===== src/rtl/freq_monitor_pkg.sv =====
// Shared types and constants for the frequency monitor: FSM states,
// register map, STATUS bit layout and the tolerance helper.
package freq_monitor_pkg;

   typedef enum logic [1:0] {
      ST_ACQUIRE = 2'd0,
      ST_LOCKED  = 2'd1,
      ST_LOST    = 2'd2
   } state_e;

   localparam logic [1:0] ADDR_STATUS = 2'd0;
   localparam logic [1:0] ADDR_LAST   = 2'd1;
   localparam logic [1:0] ADDR_MIN    = 2'd2;
   localparam logic [1:0] ADDR_MAX    = 2'd3;

   localparam int STATUS_LOCKED_BIT  = 0;
   localparam int STATUS_LOSS_BIT    = 1;
   localparam int STATUS_TIMEOUT_BIT = 2;
   localparam int STATUS_STATE_LSB   = 8;

   // Product is formed in 64 bits so large ExpectedHz*ppm cannot overflow.
   function automatic logic [31:0] calc_tol_hz(input longint unsigned expected_hz,
                                               input longint unsigned tol_ppm);
      longint unsigned tol;
      tol = (expected_hz * tol_ppm) / 64'd1_000_000;
      return tol[31:0];
   endfunction

endpackage


===== src/rtl/freq_monitor_watchdog.sv =====
// Saturating count of cycles since the last measurement strobe; emits a
// single-cycle timeout pulse when the limit is reached.
module freq_monitor_watchdog #(
   parameter int unsigned TimeoutCycles = 20000000
) (
   input  logic clk,
   input  logic reset,
   input  logic clear,
   output logic timeout
);

   localparam int CntW = $clog2(TimeoutCycles + 1);
   localparam logic [CntW-1:0] Limit = CntW'(TimeoutCycles);

   logic [CntW-1:0] cnt_q;

   // NOTE: sequential state uses non-blocking assignments so every register
   // samples pre-edge values regardless of block ordering.
   always_ff @(posedge clk) begin
      if (reset) begin
         cnt_q <= '0;
      end else if (clear) begin
         cnt_q <= '0;
      end else if (cnt_q != Limit) begin
         cnt_q <= cnt_q + 1'b1;
      end
   end

   // A strobe in the expiry cycle suppresses the event; saturation at Limit
   // keeps the pulse from repeating.
   assign timeout = !clear && (cnt_q == Limit - CntW'(1));

endmodule


===== src/rtl/freq_monitor.sv =====
// Checks each published frequency against ExpectedHz +/- TolerancePpm, tracks
// lock with hysteresis, keeps min/max/last and exposes them over Avalon-MM.
module freq_monitor
   import freq_monitor_pkg::*;
#(
   parameter int unsigned ExpectedHz    = 106250000,
   parameter int unsigned TolerancePpm  = 200,
   parameter int unsigned LockCount     = 4,
   parameter int unsigned LossCount     = 2,
   parameter int unsigned TimeoutCycles = 20000000
) (
   input  logic        clk,
   input  logic        reset,
   input  logic        freq_valid,
   input  logic [31:0] freq_hz,
   input  logic [1:0]  mm_address,
   input  logic        mm_read,
   output logic [31:0] mm_readdata,
   output logic        locked,
   output logic        alarm
);

   localparam logic [31:0] ExpectedHzL = 32'(ExpectedHz);
   localparam logic [31:0] TolHz       = calc_tol_hz(64'(ExpectedHz), 64'(TolerancePpm));
   localparam logic [31:0] LockCountL  = 32'(LockCount);
   localparam logic [31:0] LossCountL  = 32'(LossCount);

   state_e      state_q, state_d;
   logic [31:0] run_q, run_d, bad_q, bad_d;
   logic        loss_q, timeout_q, loss_set, timeout_set;
   logic [31:0] last_q, min_q, max_q;
   logic [31:0] status_word, rd_mux;
   logic        timeout, stat_clear, in_range;
   logic signed [32:0] diff;
   logic [32:0] abs_diff;

   freq_monitor_watchdog #(.TimeoutCycles(TimeoutCycles)) u_watchdog (
      .clk     (clk),
      .reset   (reset),
      .clear   (freq_valid),
      .timeout (timeout)
   );

   assign diff     = $signed({1'b0, freq_hz}) - $signed({1'b0, ExpectedHzL});
   assign abs_diff = diff[32] ? 33'(-diff) : 33'(diff);
   assign in_range = (abs_diff <= {1'b0, TolHz});

   // NOTE: every signal assigned in always_comb gets a default first so no
   // path through the block can infer a latch.
   always_comb begin
      state_d     = state_q;
      run_d       = run_q;
      bad_d       = bad_q;
      loss_set    = 1'b0;
      timeout_set = 1'b0;
      if (timeout) begin
         state_d     = ST_LOST;
         run_d       = '0;
         bad_d       = '0;
         timeout_set = 1'b1;
      end else if (freq_valid) begin
         unique case (state_q)
            ST_LOCKED: begin
               if (in_range) begin
                  bad_d = '0;
               end else if (bad_q + 32'd1 >= LossCountL) begin
                  state_d  = ST_LOST;
                  bad_d    = '0;
                  loss_set = 1'b1;
               end else begin
                  bad_d = bad_q + 32'd1;
               end
            end
            default: begin
               if (!in_range) begin
                  run_d = '0;
               end else if (run_q + 32'd1 >= LockCountL) begin
                  state_d = ST_LOCKED;
                  run_d   = '0;
               end else begin
                  run_d = run_q + 32'd1;
               end
            end
         endcase
      end
   end

   assign stat_clear = mm_read && (mm_address == ADDR_STATUS);

   always_ff @(posedge clk) begin
      if (reset) begin
         state_q   <= ST_ACQUIRE;
         run_q     <= '0;
         bad_q     <= '0;
         loss_q    <= 1'b0;
         timeout_q <= 1'b0;
      end else begin
         state_q   <= state_d;
         run_q     <= run_d;
         bad_q     <= bad_d;
         // Set wins over a coincident read-clear.
         loss_q    <= loss_set    | (loss_q    & ~stat_clear);
         timeout_q <= timeout_set | (timeout_q & ~stat_clear);
      end
   end

   always_ff @(posedge clk) begin
      if (reset) begin
         last_q <= '0;
         min_q  <= '1;
         max_q  <= '0;
      end else begin
         if (freq_valid) last_q <= freq_hz;
         if (stat_clear) begin
            min_q <= freq_valid ? freq_hz : '1;
            max_q <= freq_valid ? freq_hz : '0;
         end else if (freq_valid) begin
            if (freq_hz < min_q) min_q <= freq_hz;
            if (freq_hz > max_q) max_q <= freq_hz;
         end
      end
   end

   assign locked = (state_q == ST_LOCKED);
   assign alarm  = loss_q | timeout_q;

   always_comb begin
      status_word                              = '0;
      status_word[STATUS_LOCKED_BIT]           = locked;
      status_word[STATUS_LOSS_BIT]             = loss_q;
      status_word[STATUS_TIMEOUT_BIT]          = timeout_q;
      status_word[STATUS_STATE_LSB +: 2]       = state_q;
   end

   always_comb begin
      rd_mux = '0;
      unique case (mm_address)
         ADDR_STATUS: rd_mux = status_word;
         ADDR_LAST:   rd_mux = last_q;
         ADDR_MIN:    rd_mux = min_q;
         ADDR_MAX:    rd_mux = max_q;
         default:     rd_mux = '0;
      endcase
   end

   always_ff @(posedge clk) begin
      if (reset) begin
         mm_readdata <= '0;
      end else if (mm_read) begin
         mm_readdata <= rd_mux;
      end
   end

endmodule


===== config.mk =====
export PLATFORM = sky130hd
export DESIGN_NAME = freq_monitor
export DESIGN_NICKNAME = d
export VERILOG_FILES = /design/src/rtl/freq_monitor_pkg.sv /design/src/rtl/freq_monitor_watchdog.sv /design/src/rtl/freq_monitor.sv
export SDC_FILE = /design/constraint.sdc
export NUM_CORES = 1
export LEC_CHECK = 0
export CAP_MARGIN = 5
export CORE_MARGIN = 4
export CORE_UTILIZATION = 50
export CTS_BUF_LIST = sky130_fd_sc_hd__clkbuf_4
export DETAILED_ROUTE_END_ITERATION = 10
export GPL_TIMING_DRIVEN = 1
export PLACE_DENSITY = 0.69
export SYNTH_ARGS = -nofsm -noshare
export SYNTH_HDL_FRONTEND = slang
export SYNTH_SLANG_ARGS = --single-unit

===== constraint.sdc =====
create_clock -name clk -period 7.2 [get_ports clk]
set_input_delay 1.08 -clock clk [delete_from_list [all_inputs] [get_ports clk]]
set_output_delay 1.08 -clock clk [all_outputs]
set_load 0.01 [all_outputs]

==> reports/qor.yml <==
status: "finished clean"
rsz0062_at_grt: "false"
clockBufferDepth: 3
holdBufCountCts: 0
drt_iter0_drc: 825
slew_violations: 0
cts_root_buf: "clkbuf_4"
dpl.hpwl_um: 21510
die_x_um: 167.7
syn_nets: 1638
initial_core_util_pct: 50.80
pwr-share-comb_pct: 14.9
critPathBufInv: 2
area.sequential_mm2: 0.004424
grt_max_degree: 65
cp.required_ns: 7.79
cts_resized: 0
pwr_density_cell_mw_per_mm2: 198.9
async_flop_share_pct: 0
die-area_mm2: 0.02813
ios: 72
overflow: 0
cp_common_cell: "o31ai_1"
synth_edf_count: 0
ys_ff_latch: 221
cp.arrival_ns: 5.53
n_fill_cell: 2413
cp-end-kind: "register"
path_cells: "clkdlybuf4s50_1, inv_1, ha_1, or3b_1, a2111oi_4, a21oi_2, or4b_1, o31ai_1, xnor2_1, nand2_1, nor4_1, nand4_1, o31ai_1, a31oi_1"
hold_viol: 0
final_nets: 1688
vdd_drop_max_v: 0.0001331
min_period_over_period_pct: 68.65
drive_gt1_share_pct: 8.071
post_drt_wl_per_cell_um: 16.32
grt_pass1_wl_um: 54080
fp-row-count: 58
cts_buffers: 58
fmax_mhz: 202.3
core_mm2: 0.02511
port_buffers: 71
crit_path_max_fanout: 12
slew_headroom_pct: 35.54
critical_path_class: "primary input to register"
routed_wl_um: 31900
cpLargestDelayFamily: "simple AND/OR/NAND/NOR gates"
postCtsSetupBuffers: 0
netlist_area_mm2: 0.01276
setup_tns_ns: 0
placed_cells: 1847
track_usage_pct: 22.52
cts.clk_slew.worst_paths_ns: 0.08
syn_inst: 1527
slowest_delay_ns: 0.67
final_area_mm2: 0.01439
cp_slowest_cell: "or4b_1"
period_minus_slack_ns: 4.943
vias: 11255
clock_latency_ns: 0.71
h-tree-depth: 2
ant_nets: 0
synth_flop_cell: "dfxtp_1"
seqPwrFrac_pct: 45.2
drc_errors: 0
cp-start-kind: "primary input"
ys_seq_area_share_pct: 34.68
place_area_mm2: 0.01361
holdCritPathClass: "register to register"
swShare_pct: 28.30
p_leak_uw: 0.005934
gp_congestion: 0.9237
drt_pass1_iterations: 7
p_clk_share_pct: 39.9
grt_pass1_vias: 10812
p_switching_uw: 809.8
grt_antenna_before_repair: 1
cts.sinks: 221
tightestPinTransition_ns: 0.9425
via_per_inst: 5.757
synth_cell_types: 78
yosys_warnings: 0
synthToLayoutAreaGrowth_pct: 12.79
fin_skew_ns: 0.05743
multiInputGateArea_mm2: 0.007642
finalSetupViolations: 0
p_int_uw: 2052
drv_cap: 0
syn_avg_cell_area_um2: 8.354
cts_tree: "built"
finalNonFillerCells: 1955
dieHeight_um: 167.7
## power groups by stage
| stage | Sequential (uW) | Combinational [uW] | Clock, uW |
|---|---|---|---|
| floorplan | 1320 | 282 | 0 |
| global placement | 1320 | 416 | 0 |
| global route | 1300 | 475 | 1250 |
| finish | 1290 | 426 | 1140 |
| detailed placement | 1320 | 423 | 0 |
| CTS | 1290 | 426 | 1180 |
## worst paths after layout
kind | from | end | slack (ns) | depth (start not counted)
max | freq_hz[5] | state_q[1] | 2.26 | 14
min | run_q[11] | run_q[11] | 0.48 | 1
max reg2reg | min_q[29] | min_q[13] | 3.54 | 11
min reg2reg | run_q[11] | run_q[11] | 0.48 | 1
## cell type report
| class | instances | share of cell area [%] |
|---|---|---|
| Clock buffer | 77 | 4.018 |
| Inverter | 87 | 2.270 |
| Multi-Input combinational cell | 1123 | 53.12 |
| Sequential cell | 221 | 30.75 |
| Tap cell | 330 | 2.870 |
| Clock inverter | 29 | 1.339 |
| Antenna cell | 2 | 0.03479 |
| Timing Repair Buffer | 86 | 5.601 |
## cell usage in the layout (no fill, tap or decap), types with 8 or more instances in the layout
cell | synthesis | routed
nor2b_1 | 9 | 8
nor4_1 | 12 | 12
nand2b_1 | 10 | 10
and3_1 | 25 | 25
a21o_1 | 33 | 33
xnor2_1 | 44 | 44
or3_1 | 16 | 16
nand3b_1 | 10 | 10
nand4_1 | 29 | 29
a31oi_1 | 26 | 26
o211ai_1 | 9 | 9
nor2_1 | 158 | 157
nand3_1 | 51 | 51
mux2i_1 | 47 | 47
clkdlybuf4s50_1 | 0 | 67
a211oi_1 | 31 | 31
a21oi_1 | 40 | 40
clkinv_1 | 1 | 26
or2_2 | 12 | 12
nor3_1 | 41 | 40
dfxtp_1 | 221 | 221
xor2_1 | 20 | 20
o21a_1 | 9 | 9
buf_4 | 1 | 16
nor3b_1 | 25 | 25
a32o_1 | 33 | 33
o21bai_1 | 28 | 28
and2_1 | 64 | 64
a22oi_1 | 31 | 31
inv_1 | 86 | 86
clkbuf_4 | 0 | 77
o21ai_0 | 55 | 55
nand2_1 | 89 | 89
ha_1 | 73 | 73
## routing by layer
metal	vias up	wire length (um)	global-route usage [%]
li1	5635	-	-
met1	5294	15450	31.42
met2	266	14350	36.12
met3	60	1469	3.683
met4	0	634	6.563
met5	-	0	0
## cell families after synthesis
group                      synth area share, %
muxes                                    4.306
DFF                                      34.68
buffers and inverters                    5.522
AOI/OAI and AO/OA                        19.56
and+or+nand+nor                          24.37
xor gates and xnor gates                 4.394
adders and majority gates                7.160
## cells in the mapped netlist (all sizes together), types with 31 or more instances
master  count  area, um2
nand3      51      255.2
a32o       33      330.3
inv        86      322.8
a211oi     31      232.7
clkbuf     82      307.8
a21oi      41      209.0
nor2      158      593.1
o21ai      59      295.3
a22oi      31      232.7
ha         73      913.4
a21o       33      247.7
mux2i      48      493.0
nor3       41      205.2
and2       64      400.4
xnor2      44      385.4
nand2      89      334.1
dfxtp     221       4424
## through the flow
step                      power (uW)  util [%]  hold slack (ns)  worst slack (ns)
after floorplan                 1603         -           0.4368             2.580
after global placement          1736     54.21           0.4500             1.699
after detailed placement        1745     54.21           0.4610             1.601
after CTS                       2899     57.28           0.4812             2.354
after global routing            3020     57.30           0.4917             1.940
final                           2862     57.30           0.4752             2.257
## registers in the layout, summed over array words and instances, names as in the netlist
name	count
run_q	32
u_watchdog.cnt_q	25
min_q	32
mm_readdata	32
max_q	32
loss_q	1
bad_q	32
timeout_q	1
state_q	2
last_q	32
Power figures use the tool's default switching activity.
